## config.mk

```make
export PLATFORM = sky130hd
export DESIGN_NAME = voice_alloc
export DESIGN_NICKNAME = d
export VERILOG_FILES = /design/src/rtl/voice_alloc.sv
export SDC_FILE = /design/constraint.sdc
export NUM_CORES = 1
export LEC_CHECK = 0
export BUFFER_PORTS_ARGS = -buffer_cell sky130_fd_sc_hd__buf_2
export CAP_MARGIN = 10
export CORE_MARGIN = 2
export CORE_UTILIZATION = 25
export CTS_CLUSTER_DIAMETER = 120
export DETAILED_ROUTE_END_ITERATION = 16
export GPL_TIMING_DRIVEN = 0
export PLACE_DENSITY = 0.47
export SLEW_MARGIN = 20
export SYNTH_ARGS = -nofsm -noshare
export SYNTH_HDL_FRONTEND = slang
export SYNTH_SLANG_ARGS = --single-unit
```

## constraint.sdc

```tcl
create_clock -name clk -period 3.85 [get_ports clk]
set_input_delay 0.1925 -clock clk [delete_from_list [all_inputs] [get_ports clk]]
set_output_delay 0.1925 -clock clk [all_outputs]
set_load 0.01 [all_outputs]
```

## src/rtl/voice_alloc.sv

```systemverilog
// Polyphonic voice allocator: scans key lines, assigns presses to voices, steals the LRU voice when full.
// Optional sustain-pedal support is compiled in with SIMPLEPIANO_SUSTAIN_EN.
module voice_alloc #(
   parameter int NUM_VOICES = 4,
   parameter int NUM_KEYS   = 12
) (
   input  logic                    clk,
   input  logic                    rst_n,
   input  logic                    en,
   input  logic [NUM_KEYS-1:0]     keys,
   input  logic [3:0]              octave,
`ifdef SIMPLEPIANO_SUSTAIN_EN
   input  logic                    sustain,
`endif
   output logic [NUM_VOICES-1:0]   voice_active,
   output logic [4*NUM_VOICES-1:0] voice_key,
   output logic [4*NUM_VOICES-1:0] voice_oct,
   output logic [NUM_VOICES-1:0]   voice_trig,
   output logic                    steal
);
   localparam int IW = (NUM_VOICES > 1) ? $clog2(NUM_VOICES) : 1;

   typedef enum logic [1:0] {IDLE, SCAN, UPDATE} state_t;

   state_t              state;
   logic [3:0]          scan_idx;
   logic [3:0]          next_idx;
   logic [NUM_KEYS-1:0] prev;
   logic                cap;
   logic [IW-1:0]       rank     [NUM_VOICES];
   logic [IW-1:0]       rank_nxt [NUM_VOICES];
   logic [NUM_VOICES-1:0] held;
   logic                sus_lvl;
   logic                sus_q;
   logic                sus_fall;

   logic                free_found;
   logic                match_found;
   logic                reuse;
   logic [IW-1:0]       free_idx;
   logic [IW-1:0]       old_idx;
   logic [IW-1:0]       match_idx;
   logic [IW-1:0]       upd_idx;

`ifdef SIMPLEPIANO_SUSTAIN_EN
   assign sus_lvl = sustain;
`else
   assign sus_lvl = 1'b0;
`endif

   assign sus_fall = sus_q & ~sus_lvl;
   assign next_idx = (scan_idx == 4'(NUM_KEYS-1)) ? 4'd0 : scan_idx + 4'd1;

   // Descending loops leave the lowest matching index in each *_idx.
   always_comb begin
      free_found  = 1'b0;
      free_idx    = '0;
      old_idx     = '0;
      match_found = 1'b0;
      match_idx   = '0;
      for (int v = NUM_VOICES-1; v >= 0; v--) begin
         if (!voice_active[v]) begin
            free_found = 1'b1;
            free_idx   = IW'(v);
         end
         if (voice_active[v] && voice_key[4*v +: 4] == scan_idx) begin
            match_found = 1'b1;
            match_idx   = IW'(v);
         end
         if (rank[v] == '0) old_idx = IW'(v);
      end
      reuse   = cap && match_found && held[match_idx];
      upd_idx = reuse ? match_idx : (free_found ? free_idx : old_idx);
      for (int v = 0; v < NUM_VOICES; v++) begin
         if (IW'(v) == upd_idx)             rank_nxt[v] = IW'(NUM_VOICES-1);
         else if (rank[v] > rank[upd_idx]) rank_nxt[v] = rank[v] - IW'(1);
         else                               rank_nxt[v] = rank[v];
      end
   end

   always_ff @(posedge clk or negedge rst_n) begin
      if (!rst_n) begin
         state        <= IDLE;
         scan_idx     <= '0;
         prev         <= '0;
         cap          <= 1'b0;
         held         <= '0;
         sus_q        <= 1'b0;
         voice_active <= '0;
         voice_key    <= '0;
         voice_oct    <= '0;
         voice_trig   <= '0;
         steal        <= 1'b0;
         for (int v = 0; v < NUM_VOICES; v++) rank[v] <= IW'(v);
      end else begin
         voice_trig <= '0;
         steal      <= 1'b0;
         sus_q      <= sus_lvl;
         if (!en) begin
            state        <= IDLE;
            scan_idx     <= '0;
            prev         <= '0;
            held         <= '0;
            voice_active <= '0;
         end else begin
            // Pedal release frees held voices and defers any pending UPDATE by one cycle.
            if (sus_fall) begin
               voice_active <= voice_active & ~held;
               held         <= '0;
            end
            case (state)
               IDLE: state <= SCAN;
               SCAN: begin
                  if (keys[scan_idx] != prev[scan_idx]) begin
                     cap   <= keys[scan_idx];
                     state <= UPDATE;
                  end else begin
                     scan_idx <= next_idx;
                  end
               end
               UPDATE: begin
                  if (!sus_fall) begin
                     prev[scan_idx] <= cap;
                     scan_idx       <= next_idx;
                     state          <= SCAN;
                     if (cap) begin
                        voice_trig[upd_idx] <= 1'b1;
                        held[upd_idx]       <= 1'b0;
                        for (int v = 0; v < NUM_VOICES; v++) rank[v] <= rank_nxt[v];
                        if (!reuse) begin
                           voice_active[upd_idx]        <= 1'b1;
                           voice_key[4*upd_idx +: 4]    <= scan_idx;
                           voice_oct[4*upd_idx +: 4]    <= octave;
                           steal                        <= ~free_found;
                        end
                     end else if (match_found) begin
                        if (sus_lvl) held[match_idx]         <= 1'b1;
                        else         voice_active[match_idx] <= 1'b0;
                     end
                  end
               end
               default: state <= IDLE;
            endcase
         end
      end
   end
endmodule

```

==> results.md, run 1 <==
- Dpl cell area: 0.00485 mm^2
- Ys async rst share: 1.00
- Fin Hold WS: 0.124 ns
- Critical path startpoint category: flop
- Reg2reg setup slack: 0.07 ns
- Post-Synth XOR/XNOR Area: 0.0289
- Crit. End Element: flop
- YS warnings: 0
- Area growth from synthesis to layout: 31.6%
- Hold path depth: 2
- Power Total: 3.05 mW
- Setup ws final: 0.0731 ns
- Die width: 134 um
- Internal Power: 1.98 mW
- Clock Sinks: 72
- Seq/Total Area, Yosys: 0.425
- Nets: 562
- Total congestion overflow: 0
- Largest net degree at the start of global routing: 42
- Post-place setup slack: -0.662 ns
- Power per cell area: ~550 mW/mm^2
- Min cycle time layout: 3.78 ns
- CTS max path bufs: 2
- Final hold vios: 0
- Global Route Usage Sum: 0.146
- Post-synth EDFFs: 0
- # diodes: 0
- IO Port Bufs: 59
- Register-to-Register Path Depth: 17
- Sequential share of power: 0.290
- Final Util: 0.337
- DRT Pass-1 Iters: 5
- Critical path class: flop to flop
- Yosys reg bits: 72
- Vias in the first global route: between 3000 and 4000
- Dpl hpwl: between 9000 and 10000 um
- Rows: 47
- Inserted Clock Buffers: 9
- Top-area cell type share of the netlist area: 0.400
- Setup TNS Final: 0 ns
- Ys flop type: dfrtp_1
- Core area: 0.0166 mm^2
- Clk Latency, worst-skew pair: about 0.34 ns
- Crit path DAT: 3.98 ns
- RSZ-0062 raised after global routing: yes
- Cell type with the highest aggregate area in the netlist: dfrtp_1
- Layout cells sized above 1: 0.331
- Final Slew Violations: 0
- Dpl cells: 707
- Syn nets: 465
- # setup viols final: 0
- CTS tree: built
- Critical Path Sink: rank[2]
- Least-Margin Pin Slew: 0.835 ns
- Sw power: between 1 and 1.5 mW
- Root Driver: clkbuf_16
- Initial DRC count: approximately 240
- Crit Reg-Reg Endpoint: rank[2]
- Worst Skew: 0.0101 ns
- Synth cell types: 68
- Final ANT Viol Nets: 0
- DR WL/cell: 17.0 um
- Fmax: 265 MHz
- Syn Inst Count: 427
- Synth Area in Simple Gates: 0.186
- Wire length of the first global-routing pass: roughly 20000 um
- Final Non-Filler Cells: 749
- DR vias: 3768
- Syn Area/Cell: 9.95 um^2
- Combinational Power Share: 0.403
- Clock group share of total power: 0.307
- Crit path launch: scan_idx[1]
- Starting Density: 0.256
- Mapped Area: between 0.004 and 0.005 mm^2
- Antenna violations before repair: 0
- Worst IR drop on VDD: between 0.0002 and 0.00025 V
- I/O pin cnt: 60
- Relative slew slack: 0.439
- Die span in y: 134 um
- Fillers: 1698
- Final instance area: roughly 0.0056 mm^2
- Fin crit share: 0.981
- Reg-to-Reg Start: scan_idx[1]
- Top post-synthesis cells by area: dfrtp_1 40%, a22o_1 6.6%, ha_1 5.6%
- Largest family of logic cells by synthesized area: compound AO/OA/AOI/OAI gates
- Sw frac: 0.353
- DRC: 0
- Status: complete, no violations
- Clock Pin Slew Worst Setup and Hold Paths: 0.07 ns
- CP required: 4.05 ns
- Max FO, Critical Path: 8
- Drt total wl: 12700 um
- Synth Area in Compound Gates: 0.220
- Mux contribution to synthesized area: 0.0365
- H-tree levels: 3
- Synthesized-area fraction occupied by adder cells: 0.0639
- Hold Crit Class: input port to flop
- Via density per instance: 5.03
- GP Congestion: 0.896
- Static Leak: between 2 and 3 nW
- Die area: 0.0181 mm^2
- Max-cap viol count: 0
-- layout by cell type, fill, tap and decap left out, types with 3 or more instances in the layout --
cell,netlist,routed
a211oi_1,5,3
a21oi_1,33,30
a21oi_2,1,3
a22o_1,32,32
a31oi_1,4,3
and2_1,5,5
buf_2,3,59
buf_4,1,26
buf_6,2,5
clkbuf_1,6,6
clkbuf_16,0,9
dfrtp_1,68,68
dfstp_2,4,4
ha_1,19,16
inv_1,23,23
maj3_2,3,3
mux4_2,6,6
nand2_1,50,48
nand2b_1,4,4
nand3_1,19,19
nand4_1,5,5
nor2_1,24,22
nor2b_1,4,4
nor3_1,10,7
nor3_2,3,4
o211ai_1,3,3
o21ai_0,16,14
o21ai_2,1,4
o311ai_1,4,5
or2_4,0,3
xnor2_1,4,4
xor2_1,10,9
-- worst max-delay path, stage by stage (launching register included) --
cell       delay, ns
dfrtp_1         0.41
buf_6           0.15
xor2_2          0.18
nor3_4          0.24
nand4_1         0.17
o211a_4         0.32
nor3_4          0.19
a21oi_4         0.05
and2_4          0.17
buf_12          0.13
a211oi_4        0.20
a21oi_2         0.07
ha_1            0.32
or2_4           0.25
a21boi_2        0.15
a32oi_2         0.13
a2111oi_2       0.39
a311oi_1        0.09
-- synth_stat cells, types with 2 or more instances --
cell type,count
a211oi_1,5
a21boi_0,2
a21oi_1,33
a22o_1,32
a311oi_1,2
a31oi_1,4
a32oi_1,2
and2_1,5
and3_1,3
buf_1,3
buf_2,3
buf_6,2
clkbuf_1,6
dfrtp_1,68
dfstp_2,4
ha_1,19
inv_1,23
maj3_2,3
mux2i_1,2
mux4_2,6
nand2_1,50
nand2b_1,4
nand3_1,19
nand4_1,5
nor2_1,24
nor2_2,2
nor2b_1,4
nor3_1,10
nor3_2,3
nor3b_1,2
nor4_4,2
o211ai_1,3
o21a_1,2
o21ai_0,16
o21ai_1,2
o311ai_1,4
or2_2,4
or2b_1,2
xnor2_1,4
xor2_1,10
-- power groups by stage --
| stage | registers [mW] | clock network [mW] | logic [mW] |
|---|---|---|---|
| final | 0.886 | 0.939 | 1.23 |
| after global routing | 0.897 | 0.993 | 1.35 |
| after CTS | 0.881 | 0.959 | 1.08 |
| after detailed placement | 0.892 | 0 | 0.984 |
| after global placement | 0.892 | 0 | 0.960 |
| after floorplan | 0.887 | 0 | 0.742 |
-- routing by layer --
metal	part of all wire	vias up	track usage
met5	0	-	0
met4	0.021	0	0.0503
met3	0.048	16	0.0382
met2	0.47	101	0.219
met1	0.46	1887	0.203
li1	-	1764	-
-- sequential cells by signal, indices dropped and copies added (netlist names) --
signal        flops
voice_key        16
voice_oct        16
prev             12
rank              8
held              4
scan_idx          4
voice_active      4
voice_trig        4
state             2
cap               1
steal             1
-- repair_timing --
item                                    4_1_cts  5_1_grt
buffers inserted                             12       14
hold buffers                                  1        0
endpoints found under the hold margin        28        0
endpoints found under the setup margin       28       12
pin swaps                                    11       20
gates resized for setup                      21       30
-- cells by family (layout without fill, tap and decap cells) --
kind of cell,count (synthesis),in the layout
buf+inv,39,141
mux,8,8
xor+xnor,14,14
flops,72,72
compound gates,125,125
fa+ha+maj,22,22
simple gates,147,147
-- how the worst min path moves through the flow --
stage / slack (ns) / startpoint / endpoint
floorplan: -0.10 / rst_n / cap
global placement: 0.47 / state[0] / state[0]
detailed placement: 0.17 / rst_n / voice_trig[2]
CTS: 0.11 / octave[0] / voice_oct[12]
global route: 0.12 / octave[0] / voice_oct[12]
finish: 0.12 / octave[3] / voice_oct[7]
-- area by class of cell --
cell class	instances	area, um^2	share of cell area
well taps	220	275	0.0492
clock buffers	10	239	0.0427
clock inverters	6	91.3	0.0163
repair buffers	87	527	0.0942
flip-flops and latches	72	1810	0.323
inverters	24	92.6	0.0166
plain buffers	14	100	0.0179
multi-input cells	316	2460	0.440
(Power assumes the default switching activity.)
==> run 2: changes to the inputs <==
- BUFFER_PORTS_ARGS: -buffer_cell sky130_fd_sc_hd__buf_2 -> -buffer_cell sky130_fd_sc_hd__buf_4
- CORE_UTILIZATION: 25 -> 51
- PLACE_DENSITY: 0.47 -> 0.79
==> run 2 against run 1 <==
Compared with the run above:
- the flow now finishes with violations (negative setup slack)
- register-to-register slack got worse by 0.11 ns
- fmax fell by 2.8%
- clock power decreased by 36%
- sequential share of layout area grew 1.2 points
- utilization increased by 33 points
- via count grew 5.5%
- routed wire length fell by 2.9%
- sequential power about the same
- clock skew hardly changed
- combinational power is essentially flat
- cell area fell by 3.6%
- critical path depth down 1
- largest cell class unchanged
- largest power group unchanged
==> results.md, run 2 (same netlist as run 1, synthesis figures left out) <==
- Layout cells sized above 1: 0.321
- Critical path class: flop to flop
- Root Driver: clkbuf_8
- Status: finished with violations
- Most common cell after layout, fill and taps aside: buf_4
- Clk Latency, worst-skew pair: between 0.3 and 0.4 ns
- Largest net degree at the start of global routing: 73
- Die width: 95.3 um
- Biggest regs: voice_key: 16 flops, voice_oct: 16 flops, prev: 12 flops
- Dpl hpwl: 7730 um
- Die area: between 0.009 and 0.01 mm^2
- Worst path bufs/invs: 2
- DRC: 0
- Hold Crit Class: input port to flop
- Total congestion overflow: 0
- Antenna violations before repair: 0
- CTS max path bufs: 2
- Reg2reg setup slack: -0.04 ns
- Least-Margin Pin Slew: 0.911 ns
- Commonest cells after routing, fill and taps aside: 87 x buf_4, 67 x dfrtp_1, 48 x nand2_1
- Crit Reg-Reg Endpoint: rank[4]
- Final Non-Filler Cells: 634
- Final instance area: between 0.005 and 0.006 mm^2
- DRT Pass-1 Iters: 5
- Global Route Usage Sum: 0.267
- IO Port Bufs: approximately 60
- Min cycle time layout: 3.89 ns
- Clock Sinks: 72
- DR vias: around 4000
- Worst IR drop on VDD: slightly below 0.0003 V
- CP required: 4.12 ns
- GP Congestion: 0.963
- # setup viols final: 2
- Die span in y: 95.3 um
- Critical path's slowest cell: dfrtp_2
- Max-cap viol count: 0
- Worst path depth: 16
- Setup ws final: -0.0362 ns
- Fin Hold WS: approximately 0.090 ns
- Rows: 33
- Cell family with most CP delay: simple AND/OR/NAND/NOR gates
- I/O pin cnt: 60
- Area growth from synthesis to layout: 26.9%
- Crit path launch: scan_idx[2]
- H-tree levels: 3
- Violations in the final reports: negative setup slack
- Drt total wl: 12400 um
- Core area: 0.00813 mm^2
- Via density per instance: 6.27
- Nets: 562
- Dpl cells: 591
- Final hold vios: 0
- Fmax: 257 MHz
- Reg-to-Reg Start: scan_idx[2]
- CP peak stage delay: 0.48 ns
- Max FO, Critical Path: 7
- Critical-path cell list: xor2_1 > nor3_2 > nand3_1 > a211oi_4 > nand4_1 > buf_4 > nand2_4 > nor2_2 > a211oi_4 > a21oi_2 > buf_4 > ha_1 > or2_4 > maj3_2 > and3_4 > a311oi_2
- Final ANT Viol Nets: 0
- Critical Path Sink: rank[4]
- Final Slew Violations: 0
- Wire length of the first global-routing pass: 18500 um
- Inserted Clock Buffers: 9
- Dpl cell area: 0.00483 mm^2
- Static Leak: 2.48 nW
- Starting Density: 0.522
- CTS tree: built
- Initial DRC count: 519
- Crit path DAT: 4.16 ns
- Relative slew slack: 0.393
- DR WL/cell: roughly 20 um
- Clock Pin Slew Worst Setup and Hold Paths: 0.08 ns
- RSZ-0062 raised after global routing: yes
- Fin crit share: 1.01
- Power per cell area: roughly 500 mW/mm^2
- # diodes: 0
- Register-to-Register Path Depth: 16
- Critical path startpoint category: flop
- Crit. End Element: flop
- Vias in the first global route: 3642
- Worst Skew: 0.0105 ns
[run 2: cell types whose count changed in the layout (fill, tap and decap cells not counted), moves of 3 or more]
cell	previous run	this run
clkbuf_8	1	9
o21ai_2	4	1
buf_4	26	87
buf_2	59	1
clkbuf_16	9	0
[run 2: worst min path at each step]
stage                   start       endpoint  slack (ns)  cells past startpoint
floorplan               rst_n            cap       -0.10                      0
global placement        rst_n  voice_trig[2]        0.37                      1
detailed placement      rst_n  voice_trig[2]        0.38                      1
CTS                 octave[2]  voice_oct[14]        0.09                      2
global route        octave[2]  voice_oct[14]        0.09                      2
finish              octave[2]  voice_oct[14]        0.09                      2
[run 2: cell type report]
class,count,area [um^2]
buffer,13,88.8
clock buffer,10,128
clock inverter,6,60.1
fill,591,2740
inverter,24,92.6
multi-input combinational,316,2420
sequential,72,1810
tap,105,131
timing repair buffer,88,663
[run 2: repair_timing]
item,CTS,global route
hold endpoints to repair,2,0
endpoints found under the setup margin,12,12
hold buffers,1,0
cloned,0,0
buffers inserted,17,12
gates resized for setup,16,26
pin swaps,10,18
[run 2: per-layer routing]
layer / wire length, um / up-vias / track usage
li1: - / 1753 / -
met1: 5280 / 1954 / 0.385
met2: 5680 / 229 / 0.400
met3: 1060 / 39 / 0.0466
met4: 358 / 0 / 0.110
met5: 0 / - / 0
[run 2: power by group]
part	switching (mW)	internal, mW	total, mW
Combinational	0.680	0.557	1.24
Clock	0.306	0.296	0.602
Sequential	0.0656	0.818	0.884
[run 2: metrics by stage]
stage / util / setup WS [ns] / setup TNS (ns) / total power, mW
after floorplan: - / 0.0628 / 0 / 1.63
after global placement: 0.593 / -0.399 / -3.35 / 1.84
after detailed placement: 0.594 / -0.460 / -4.09 / 1.87
after CTS: 0.639 / 0.00405 / 0 / 2.53
after global routing: 0.663 / -0.128 / -0.541 / 2.86
final: 0.663 / -0.0362 / -0.0605 / 2.72
==> run 3: changes to the inputs <==
- clock period: 3.85 -> 3.4 ns (I/O delays scaled with it)
==> run 3 against run 2 <==
Compared with the run above:
- the flow still finishes with violations (negative setup slack)
- total power increased by 24%
- sequential share of layout area decreased by 0.86 points
- largest power group unchanged
- routed wire length increased by 1.9%
- utilization increased by 1.7 points
- non-clock buffer count increased by 7
- critical path depth increased by 2
- cell count increased by 1.1%
- sequential power increased by 13%
==> results.md, run 3 (same netlist as run 1, synthesis figures left out) <==
- Status: finished with violations
- Violations in the final reports: negative setup slack
- Crit path DAT: 4.00 ns
- Drt total wl: between 10000 and 15000 um
- Commonest cells after routing, fill and taps aside: 92 x buf_4, 68 x dfrtp_1, 45 x nand2_1
- Worst Skew: 0.0168 ns
- Via density per instance: 6.30
- # setup viols final: 7
- Critical path startpoint category: flop
- Power per cell area: 609 mW/mm^2
- Clk Latency, worst-skew pair: 0.37 ns
- CP required: 3.64 ns
- Power Total: 3.37 mW
- DR vias: 4038
- Setup TNS Final: -1.46 ns
- Least-Margin Pin Slew: 0.909 ns
- Final ANT Viol Nets: 0
- # diodes: 0
- IO Port Bufs: 59
- Fillers: 606
- Clock Pin Slew Worst Setup and Hold Paths: 0.09 ns
- Fmax: 266 MHz
- Nets: 569
- Area growth from synthesis to layout: 30.2%
- Hold Crit Class: input port to flop
- Vias in the first global route: 3830
- Dpl hpwl: 7990 um
- Initial DRC count: approximately 400
- Max FO, Critical Path: 6
- Largest net degree at the start of global routing: 73
- Die span in y: 95.3 um
- Inserted Clock Buffers: 9
- Die area: 0.00908 mm^2
- Worst IR drop on VDD: 0.000297 V
- Layout cells sized above 1: 0.347
- H-tree levels: 3
- I/O pin cnt: 60
- DRC: 0
- Die width: 95.3 um
- CTS tree: built
- Most common cell after layout, fill and taps aside: buf_4
- Static Leak: 2.55 nW
- Max-cap viol count: 0
- DRT Pass-1 Iters: 9
- Final Slew Violations: 0
- Core area: a little over 0.008 mm^2
- Critical path class: flop to flop
- Clock Sinks: 72
- Fin crit share: 1.11
- Setup ws final: -0.358 ns
- Rows: 33
- RSZ-0062 raised after global routing: yes
- Crit. End Element: flop
- Root Driver: clkbuf_8
- Min cycle time layout: 3.76 ns
- Relative slew slack: 0.394
- Total congestion overflow: 0
- CTS max path bufs: 2
- Final hold vios: 0
- DR WL/cell: 19.7 um
- Starting Density: 0.522
- Biggest regs: voice_key: 16 flops, voice_oct: 16 flops, prev: 12 flops
- Antenna violations before repair: 0
- GP Congestion: between 0.9 and 1
- Wire length of the first global-routing pass: 19400 um
- Global Route Usage Sum: 0.282
==> run 3: final cells by class <==
class | count | area [um^2] | area share
Multi-Input combinational cell | 316 | 2490 | 0.449
Sequential cell | 72 | 1810 | 0.327
Timing Repair Buffer | 94 | 712 | 0.129
Clock buffer | 10 | 138 | 0.0249
Tap cell | 105 | 131 | 0.0237
Buffer | 14 | 100 | 0.0181
Inverter | 24 | 90.1 | 0.0163
Clock inverter | 6 | 68.8 | 0.0124
==> run 3: metal layers <==
| layer | global-route usage | wire (um) | part of all wire | vias up |
|---|---|---|---|---|
| met5 | 0 | 0 | 0 | - |
| met4 | 0.101 | 449 | 0.036 | 0 |
| met3 | 0.0577 | 999 | 0.079 | 50 |
| met2 | 0.458 | 6180 | 0.49 | 216 |
| met1 | 0.375 | 4980 | 0.40 | 1992 |
| li1 | - | - | - | 1780 |
==> run 3: timing repair <==
item                                    CTS  global route
pin swaps                                23            21
hold buffers                              1             0
endpoints found under the hold margin    68             0
resized for setup                        23            20
endpoints found under the setup margin   41            41
buffers inserted                         23            11
==> run 3: per-stage QoR <==
stage / util / instance area, um^2 / worst slack (ns) / std cells / hold WS (ns)
4_1_cts: 0.660 / 5370 / -0.352 / 630 / 0.0354
3_5_place_dp: 0.599 / 4880 / -0.743 / 591 / 0.348
5_1_grt: 0.680 / 5530 / -0.603 / 641 / 0.0472
6_report: 0.680 / 5530 / -0.358 / 641 / 0.0483
3_3_place_gp: 0.599 / 4870 / -0.607 / 591 / 0.347
2_1_floorplan: - / 4300 / -0.0587 / 427 / -0.126
==> run 3: power by group <==
group	switching (mW)	internal, mW	total (mW)
registers	0.0715	0.926	0.998
logic	0.876	0.777	1.65
clock network	0.357	0.361	0.718
==> run 3: worst paths after layout <==
| kind | start | endpoint | slack (ns) | depth (start not counted) |
|---|---|---|---|---|
| hold / removal | octave[3] | voice_oct[7] | 0.05 | 2 |
| setup / recovery | scan_idx[1] | rank[2] | -0.36 | 18 |
| max in group asynchronous | rst_n | voice_active[0] | 2.33 | 2 |
| setup reg to reg | scan_idx[1] | rank[2] | -0.36 | 18 |
| min in group asynchronous | rst_n | rank[5] | 0.46 | 2 |
| hold reg to reg | state[0] | state[0] | 0.51 | 1 |
==> run 3: worst max-delay path, cell delays in order, from the launching register on <==
cell       delay (ns)
dfrtp_1          0.40
buf_6            0.15
xor2_1           0.17
nor3_2           0.16
buf_4            0.16
nand4_1          0.15
o211ai_1         0.36
nand2_2          0.17
a21oi_4          0.17
and2_4           0.18
buf_12           0.10
a211oi_2         0.04
a21oi_2          0.22
ha_1             0.31
buf_4            0.15
nor2_2           0.17
o21ai_1          0.14
a2111oi_2        0.38
a311oi_1         0.07
